===== src/rtl/tbu_b213_pkg.sv =====
// Shared types and constants for the b213 traceback unit.
// Used by tbu_b213, its interface and the BEST_STATE_EN argmin tree.
package tbu_b213_pkg;

  localparam int NSTATES      = 8;
  localparam int SW           = 3;
  localparam int TB_DEPTH_DEF = 16;

  typedef enum logic {
    FILL,
    TRACE
  } tb_fsm_e;

  typedef logic [SW-1:0] state_t;

  // Predecessor of s on the trellis: {decision bit, s[2:1]}.
  function automatic state_t tb_pred(
    input logic [NSTATES-1:0] bx,
    input state_t             s
  );
    return {bx[s], s[2:1]};
  endfunction

endpackage


===== src/rtl/tbu_b213_if.sv =====
// ACS-to-traceback stage handshake for the b213 decoder.
// master = ACS side, slave = traceback unit.
interface tbu_b213_if #(
  parameter int W = 8
);
  import tbu_b213_pkg::*;

  logic                 ae;
  logic [NSTATES-1:0]   acs_Bx_in;
  logic [NSTATES*W-1:0] acs_ppm_in;
  logic                 tb_ready;

  modport master (
    output ae,
    output acs_Bx_in,
    output acs_ppm_in,
    input  tb_ready
  );

  modport slave (
    input  ae,
    input  acs_Bx_in,
    input  acs_ppm_in,
    output tb_ready
  );

endinterface


===== src/rtl/tbu_b213_bmin8.sv =====
// 8-way unsigned argmin tree, lowest index wins ties.
// Only built when BEST_STATE_EN is defined.
`ifdef BEST_STATE_EN
module bmin8_b213
  import tbu_b213_pkg::*;
#(
  parameter int W = 8
) (
  input  logic [NSTATES*W-1:0] ppm,
  output state_t               idx
);

  logic [W-1:0] v1 [4];
  state_t       i1 [4];
  logic [W-1:0] v2 [2];
  state_t       i2 [2];

  always_comb begin
    for (int i = 0; i < 4; i++) begin
      if (ppm[(2*i+1)*W +: W] < ppm[2*i*W +: W]) begin
        v1[i] = ppm[(2*i+1)*W +: W];
        i1[i] = state_t'(2*i+1);
      end else begin
        v1[i] = ppm[2*i*W +: W];
        i1[i] = state_t'(2*i);
      end
    end
    for (int j = 0; j < 2; j++) begin
      if (v1[2*j+1] < v1[2*j]) begin
        v2[j] = v1[2*j+1];
        i2[j] = i1[2*j+1];
      end else begin
        v2[j] = v1[2*j];
        i2[j] = i1[2*j];
      end
    end
    if (v2[1] < v2[0]) idx = i2[1];
    else               idx = i2[0];
  end

endmodule
`endif


===== src/rtl/tbu_b213.sv =====
// Traceback survivor memory for the (2,1,3) Viterbi decoder.
// Define BEST_STATE_EN to start traceback at the argmin path metric.
module tbu_b213
  import tbu_b213_pkg::*;
#(
  parameter int TB_DEPTH = TB_DEPTH_DEF,
  parameter int W        = 8
) (
  input  logic      clock,
  input  logic      reset,
  tbu_b213_if.slave acs,
  output logic      dec_valid,
  output logic      dec_bit,
  output logic      tb_ovf
);

  localparam int PW = $clog2(TB_DEPTH);
  localparam int CW = $clog2(TB_DEPTH + 1);

  localparam logic [PW-1:0] LAST =
    PW'(TB_DEPTH - 1);
  localparam logic [PW-1:0] STEP_END =
    PW'(TB_DEPTH - 2);
  localparam logic [CW-1:0] FULL_M1 =
    CW'(TB_DEPTH - 1);

  tb_fsm_e fsm_q, fsm_d;

  logic [NSTATES-1:0] mem [TB_DEPTH];
  logic [PW-1:0]      wr_ptr;
  logic [PW-1:0]      rd_ptr;
  logic [PW-1:0]      step;
  logic [CW-1:0]      count;
  state_t             tb_state;
  state_t             start_state;
  state_t             next_state;

  logic tb_ready;
  logic accept;
  logic full;
  logic last;

  assign tb_ready     = (fsm_q != TRACE);
  assign acs.tb_ready = tb_ready;
  assign accept       = acs.ae && tb_ready;
  assign full         = accept &&
                        (count == FULL_M1);
  assign last         = (fsm_q == TRACE) &&
                        (step == STEP_END);
  assign next_state   = tb_pred(mem[rd_ptr],
                                tb_state);

  always_comb begin
    fsm_d = fsm_q;
    unique case (fsm_q)
      FILL:  if (full) fsm_d = TRACE;
      TRACE: if (last) fsm_d = FILL;
      default: fsm_d = FILL;
    endcase
  end

  always_ff @(posedge clock) begin
    if (accept) mem[wr_ptr] <= acs.acs_Bx_in;
  end

  always_ff @(posedge clock or negedge reset) begin
    if (!reset) begin
      fsm_q     <= FILL;
      wr_ptr    <= '0;
      rd_ptr    <= '0;
      step      <= '0;
      count     <= '0;
      tb_state  <= '0;
      dec_valid <= 1'b0;
      dec_bit   <= 1'b0;
      tb_ovf    <= 1'b0;
    end else begin
      fsm_q     <= fsm_d;
      dec_valid <= 1'b0;
      if (acs.ae && !tb_ready) tb_ovf <= 1'b1;
      if (accept) begin
        wr_ptr <= (wr_ptr == LAST) ? '0
                                   : wr_ptr + 1'b1;
        count  <= count + 1'b1;
      end
      if (full) begin
        rd_ptr   <= wr_ptr;
        tb_state <= start_state;
        step     <= '0;
      end
      if (fsm_q == TRACE) begin
        tb_state <= next_state;
        rd_ptr   <= (rd_ptr == '0) ? LAST
                                   : rd_ptr - 1'b1;
        step     <= step + 1'b1;
        // Final column reached: emit oldest stage, free its slot.
        if (last) begin
          dec_bit   <= next_state[0];
          dec_valid <= 1'b1;
          count     <= FULL_M1;
        end
      end
    end
  end

`ifdef BEST_STATE_EN
  state_t best;

  bmin8_b213 #(
    .W (W)
  ) u_bmin (
    .ppm (acs.acs_ppm_in),
    .idx (best)
  );

  always_ff @(posedge clock or negedge reset) begin
    if (!reset)      start_state <= '0;
    else if (accept) start_state <= best;
  end
`else
  logic unused_ppm;
  assign unused_ppm  = ^acs.acs_ppm_in;
  assign start_state = '0;
`endif

endmodule


===== src/flat_wrapper.sv =====
// flat-port wrapper written by rule: the top's interface ports become plain ports
module tbu_b213_flat import tbu_b213_pkg::*;
#(
  parameter int TB_DEPTH = TB_DEPTH_DEF,
  parameter int W        = 8
)
  (clock, reset, dec_valid, dec_bit, tb_ovf, acs_ae, acs_acs_Bx_in, acs_acs_ppm_in, acs_tb_ready);
  tbu_b213_if #(.W(W)) acs_i ();
  input  logic clock;
  input  logic reset;
  output logic dec_valid;
  output logic dec_bit;
  output logic tb_ovf;
  input wire logic [$bits(acs_i.ae)-1:0] acs_ae;
  input wire logic [$bits(acs_i.acs_Bx_in)-1:0] acs_acs_Bx_in;
  input wire logic [$bits(acs_i.acs_ppm_in)-1:0] acs_acs_ppm_in;
  output wire logic [$bits(acs_i.tb_ready)-1:0] acs_tb_ready;
  assign acs_i.ae = acs_ae;
  assign acs_i.acs_Bx_in = acs_acs_Bx_in;
  assign acs_i.acs_ppm_in = acs_acs_ppm_in;
  assign acs_tb_ready = acs_i.tb_ready;
  tbu_b213 #(.TB_DEPTH(TB_DEPTH), .W(W)) u_core (.clock(clock), .reset(reset), .acs(acs_i), .dec_valid(dec_valid), .dec_bit(dec_bit), .tb_ovf(tb_ovf));
endmodule

===== config.mk =====
export PLATFORM = sky130hd
export DESIGN_NAME = tbu_b213_flat
export DESIGN_NICKNAME = d
export VERILOG_FILES = /design/src/rtl/tbu_b213_pkg.sv /design/src/rtl/tbu_b213_if.sv /design/src/rtl/tbu_b213_bmin8.sv /design/src/rtl/tbu_b213.sv /design/src/flat_wrapper.sv
export SDC_FILE = /design/constraint.sdc
export NUM_CORES = 1
export LEC_CHECK = 0
export CAP_MARGIN = 15
export CORE_MARGIN = 1.5
export CORE_UTILIZATION = 59
export CTS_BUF_LIST = sky130_fd_sc_hd__clkbuf_16
export DETAILED_ROUTE_END_ITERATION = 7
export GPL_TIMING_DRIVEN = 0
export PLACE_DENSITY = 0.94
export SYNTH_ARGS = -nofsm -noshare
export SYNTH_HDL_FRONTEND = slang
export SYNTH_SLANG_ARGS = --single-unit

===== constraint.sdc =====
create_clock -name clock -period 4.4 [get_ports clock]
set_input_delay 0.88 -clock clock [delete_from_list [all_inputs] [get_ports clock]]
set_output_delay 0.88 -clock clock [all_outputs]
set_load 0.02 [all_outputs]

==> out/results.ini <==
[drt]
antenna_left = 0
drc = 0
dr_total_vias = 3834
via_per_inst = 6.691
drtPass1Iterations = 7
drt-initial-drc-count = 489
routedWlPerCell_um = 26.53
routed_wl_um = 15200

[clock_network]
ctsLongestPathBuffers = 2
cts_buffers = 17
cts_sinks = 152
clk_latency_ps = 420
cts.clk_slew.worst_paths_ps = 60
root_buffer = clkbuf_16
ctsHoldBuffers = 0
post_cts_resized = 0
cts_setup_buffers = 0
h-tree-depth = 4
cts_tree = yes

[global_route]
busiest_layer = met2
overflow = 0
grt.total_usage_pct = 28.84
globalRouteMet3Util_pct = 7.664
grt_max_degree = 25
grt_pass1_vias = 3948
antenna_found_initial = 0
grtUsageMet2_pct = 46.45
met1_usage_pct = 34.53
grt_pass1_wl_um = 22820

[timing]
finalCriticalPeriod_ps = 2637
slew_headroom_pct = 48.28
hold_ws_ps = 458.9
setup-violations-final = 0
clock.fmax_mhz = 379.3
rsz0062_at_grt = false
setup_tns_ps = 0
timing.final.ws_setup_ps = 1763
tightest_slew_ps = 775.8
final.period_utilization_pct = 59.92
finalHoldViolCount = 0
finClkSkew_ps = 4.252
slew_viol_final = 0

[worst_setup_path]
crit_fanout = 8
cp.required_ps = 4460
arrival_ps = 2700
worst_setup_path_end_kind = register
crit_path_top_delay_cell = clkdlybuf4s50_1
critPathKind = in -> reg
cp_slowest_stage_delay_ps = 600
critPathTopFamily = simple AND/OR/NAND/NOR gates
path_cells = clkdlybuf4s50_1 > nand2_1 > nor3_1 > and2_1
cp_num_buf_inv = 1
start_kind = input pin

[power]
finalPower_uw = 4888
p_per_area_nw_per_um2 = 674.8
p_leak_uw = 0.002587
ir_worst_vdd_mv = 0.3769

[synthesis]
async_flop_share_pct = 15.79
synth_cell_types = 51
synth_area_leaders = edfxtp_1 61%, dfrtp_1 9.6%, mux2i_1 5.9%, mux4_2 4.3%, ha_1 1.8%
synth_cells = 391
syn_area_um2 = 6286
syn_avg_cell_area_um2 = 16.08
synth_edf_count = 128
synthFlopType = edfxtp_1
synthDominantCellAreaShare_pct = 61.15
yosys_register_bits = 152
synth.largest_area_cell = edfxtp_1
synth_seq_area_share_pct = 70.70
synth_fp_nets = 475
yosys_warnings = 0

[finish]
final_area_um2 = 7244
final_common_cell = edfxtp_1
final_cell_mix = 128 x edfxtp_1, 37 x mux2i_1, 26 x nand2_1
syn_to_final_growth_pct = 15.25
final_nets = 509
layout-drive-gt1-share_pct = 14.87
n_antenna_cell = 0

[floorplanning]
die_height_um = 106.2
start_util_pct = 60.89
die_w_um = 106.2
fp-row-count = 37
coreArea_um2 = 10320
die_area_um2 = 11280
ios = 79

[min_path]
hp-class = reg -> reg

[place]
place_congestion = 0.8571
placed_cell_area_um2 = 6596
placement.io_buffers = 14
place_ws_ps = 1383
dp_hpwl_um = 8668

[status]
status = finished, final reports clean

[job]
cap_violations = 0

-- state kept, by name, indices dropped and copies added, names as in the netlist --
name              count
u_core.wr_ptr         4
u_core.dec_bit        1
u_core.rd_ptr         4
u_core.step           4
u_core.mem          128
u_core.fsm_q          1
u_core.count          5
u_core.tb_state       3
u_core.tb_ovf         1
u_core.dec_valid      1
-- metal layers --
metal,share of wire [%],up-vias
met3,8.6,63
met2,50,286
met5,0,-
met4,5.4,0
li1,-,1587
met1,36,1898
-- area by class of cell --
class / instances / area (um2)
Timing Repair Buffer: 15 / 165.2
Inverter: 12 / 45.04
Buffer: 18 / 140.1
Tap cell: 136 / 170.2
Sequential cell: 152 / 4444
Fill cell: 610 / 3079
Multi-Input combinational cell: 209 / 1657
Clock inverter: 14 / 197.7
Clock buffer: 17 / 425.4
-- cell families after synthesis --
logic type      Yosys count  synth area share, %
simple gates             84                7.106
compound gates           58                5.852
fa+ha+maj                 9                1.791
flops                   152                70.70
mux                      53                10.91
xor+xnor                  5               0.6968
buf+inv                  30                2.946
-- path summary, 6_finish.rpt --
check	startpoint	end	slack, ps	cells past startpoint
hold / removal	u_core.tb_ovf	u_core.tb_ovf	460	1
max in group asynchronous	reset	u_core.tb_state[0]	3310	2
min in group asynchronous	reset	u_core.count[2]	670	1
setup / recovery	acs_ae	u_core.mem[10][4]	1760	4
hold reg to reg	u_core.tb_ovf	u_core.tb_ovf	460	1
setup reg to reg	u_core.rd_ptr[1]	u_core.tb_state[2]	1800	8
-- cell usage after synthesis (4+ instances only) --
cell type	n
edfxtp_1	128
inv_1	11
nor2_1	8
mux4_2	12
nand3_1	4
o22ai_1	18
mux2i_1	37
ha_1	9
nor3_1	5
dfrtp_1	24
o21ai_0	18
and2_1	16
mux2_2	4
nand2_1	26
nor4_1	7
a21oi_1	7
clkbuf_1	5
buf_6	5
-- through the flow --
stage	util, %	cells
after floorplan	-	391
after global placement	63.90	541
after detailed placement	63.90	541
after CTS	69.93	572
after global routing	70.17	573
final	70.17	573
-- where the power goes --
group | internal, uW | switching [uW] | leakage, uW | total, uW
clock network | 952 | 584 | 0.000301 | 1540
logic | 615 | 907 | 0.000843 | 1520
registers | 1720 | 115 | 0.00144 | 1830
total | 3280 | 1610 | 0.00259 | 4890
Power figures use the tool's default switching activity.
==> patch (same flow settings) <==
Change the package constant `NSTATES` from 8 to 4.
--- a/src/rtl/tbu_b213_pkg.sv
+++ b/src/rtl/tbu_b213_pkg.sv
@@ -4,3 +4,3 @@
 
-  localparam int NSTATES      = 8;
+  localparam int NSTATES      = 4;
   localparam int SW           = 3;
Ports: changed (resized acs_acs_Bx_in and acs_acs_ppm_in); port bits go from 79 to 43. No check against the original RTL was run, so the function may have changed too.
==> patch against the original RTL <==
Routed wire length down 50%. Worst setup slack better by 0.12 ns. Core utilization down 2.0 points. Sequential share of layout area down 2.7 points. Sequential cell count down 64. Synthesized area down 39%. Global-route usage down 5.5 points. Count of clock-buffer cells in the layout down 8. Clock skew up 0.0014 ns. Total power down 45%. Register-to-register slack better by 0.47 ns. Final area down 41%. Final cell count down 35%. Critical path type unchanged.
==> patch: results (changes against the original RTL) <==
| Metric | Value |
|---|---|
| Ys async rst share | `27.3% (+11 points)` |
| GRT Total Usage | `23.3% (-5.5 points)` |
| Final setup vio count | `0 (unchanged)` |
| Total leakage power | `1.60 nW (-38%)` |
| Post-Place Worst Slack | `1.61 ns (+0.226 ns)` |
| Reg2reg start | `u_core.count[0]` |
| Synth unique cells | `42 (-18%)` |
| M2 GR Usage | `37.3% (-9.2 points)` |
| Clock latency on the worst-skew pair | `0.33 ns (-0.09 ns)` |
| Syn nets | `315 (-34%)` |
| Synth cell count leaders | `edfxtp_1 (64), dfrtp_1 (24), nand2_1 (23), o21ai_0 (17), and2_1 (13)` |
| Worst Path Arrival | `2.53 ns (-0.17 ns)` |
| Metal3 WL | `560 µm (-57%)` |
| Cts bufs inserted | `9 (-8)` |
| Top flop regs | `u_core.mem x64, u_core.count x5` |
| Layout cells sized above 1 | `11.9% (-3.0 points)` |
| Run status | `completed` |
| Synth area leaders | `edfxtp_1 (50%), dfrtp_1 (16%), ha_1 (2.9%), mux4_2 (2.9%), mux4_1 (2.7%)` |
| Seq/Total Area, Yosys | `65.9% (-4.8 points)` |
| Met1 wire length | `2.94 mm (-47%)` |
| Largest net degree at the start of global routing | `25 (unchanged)` |
| Final nets | `337 (-34%)` |
| Worst Skew | `0.00565 ns (+0.00140 ns)` |
| Vias in the first global route | `2305 (-42%)` |
| H-tree depth | `3 (-1)` |
| Max cap viols | `0 (unchanged)` |
| Grt met1 use | `31.5% (-3.0 points)` |
| First DRT Iteration DRCs | `252 (-48%)` |
| Worst slew pin tran | `0.664 ns (-0.112 ns)` |
| Wire length on met2 | `3.92 mm (-48%)` |
| EDFF count, synth | `64 (-50%)` |
| GPL Wtd Cong | `0.854 (-0.40%)` |
| Vias/cell | `6.16 (-8.0%)` |
| Max clock buf depth | `2 (unchanged)` |
| TritonRoute pass-1 iters | `5 (-2)` |
| Post-DR wirelength/cell | `20.4 µm (-23%)` |
| VDD IR max | `421 µV (+12%)` |
| First-pass GRT wire length | `12.1 mm (-47%)` |
| Worst Path Max Fanout | `6 (-2)` |
[patch: metrics by stage]
stage	cell area [µm²]	cells	power (mW)
4_1_cts	4290	370	2.69
5_1_grt	4300	371	2.84
3_5_place_dp	4020	354	2.01
2_1_floorplan	3830	267	1.77
6_report	4300	371	2.70
3_3_place_gp	4020	354	1.97
[patch: area by class of cell]
type	count	area share, %
flip-flops and latches	88	58.6
inverters	11	0.959
repair buffers	11	2.67
clock inverters	7	0.930
plain buffers	12	1.77
multi-input cells	156	27.6
well taps	77	2.24
clock buffers	9	5.23
[patch: worst max-delay path: stages]
cell and delay (ns):
clkdlybuf4s50_1 0.57, nor2b_1 0.35, nand2_1 0.12, nor2_1 0.27
and2_1 0.33
[patch: path summary, 6_finish.rpt]
kind / to / slack (ns) / depth (start not counted)
setup / recovery: u_core.mem[7][0] / 1.89 / 5
min in group asynchronous: u_core.step[0] / 0.89 / 1
setup reg to reg: u_core.rd_ptr[1] / 2.27 / 6
max in group asynchronous: u_core.wr_ptr[3] / 3.04 / 2
hold reg to reg: u_core.tb_ovf / 0.47 / 1
hold / removal: u_core.tb_ovf / 0.47 / 1
[patch: report_power, final]
group / total [mW] / leakage, nW / switching [mW] / internal (mW)
Combinational: 0.914 / 0.598 / 0.525 / 0.390
Clock: 0.670 / 0.132 / 0.294 / 0.377
Sequential: 1.12 / 0.866 / 0.102 / 1.02
[patch: cell families (layout without fill, tap and decap cells)]
group,after synthesis,after routing,share of synthesized area (%)
fa+ha+maj,9,9,2.94
compound gates,42,42,7.26
xor+xnor,5,5,1.14
mux,23,23,9.64
flops,88,88,65.9
buf+inv,23,50,3.07
simple gates,77,77,10.0
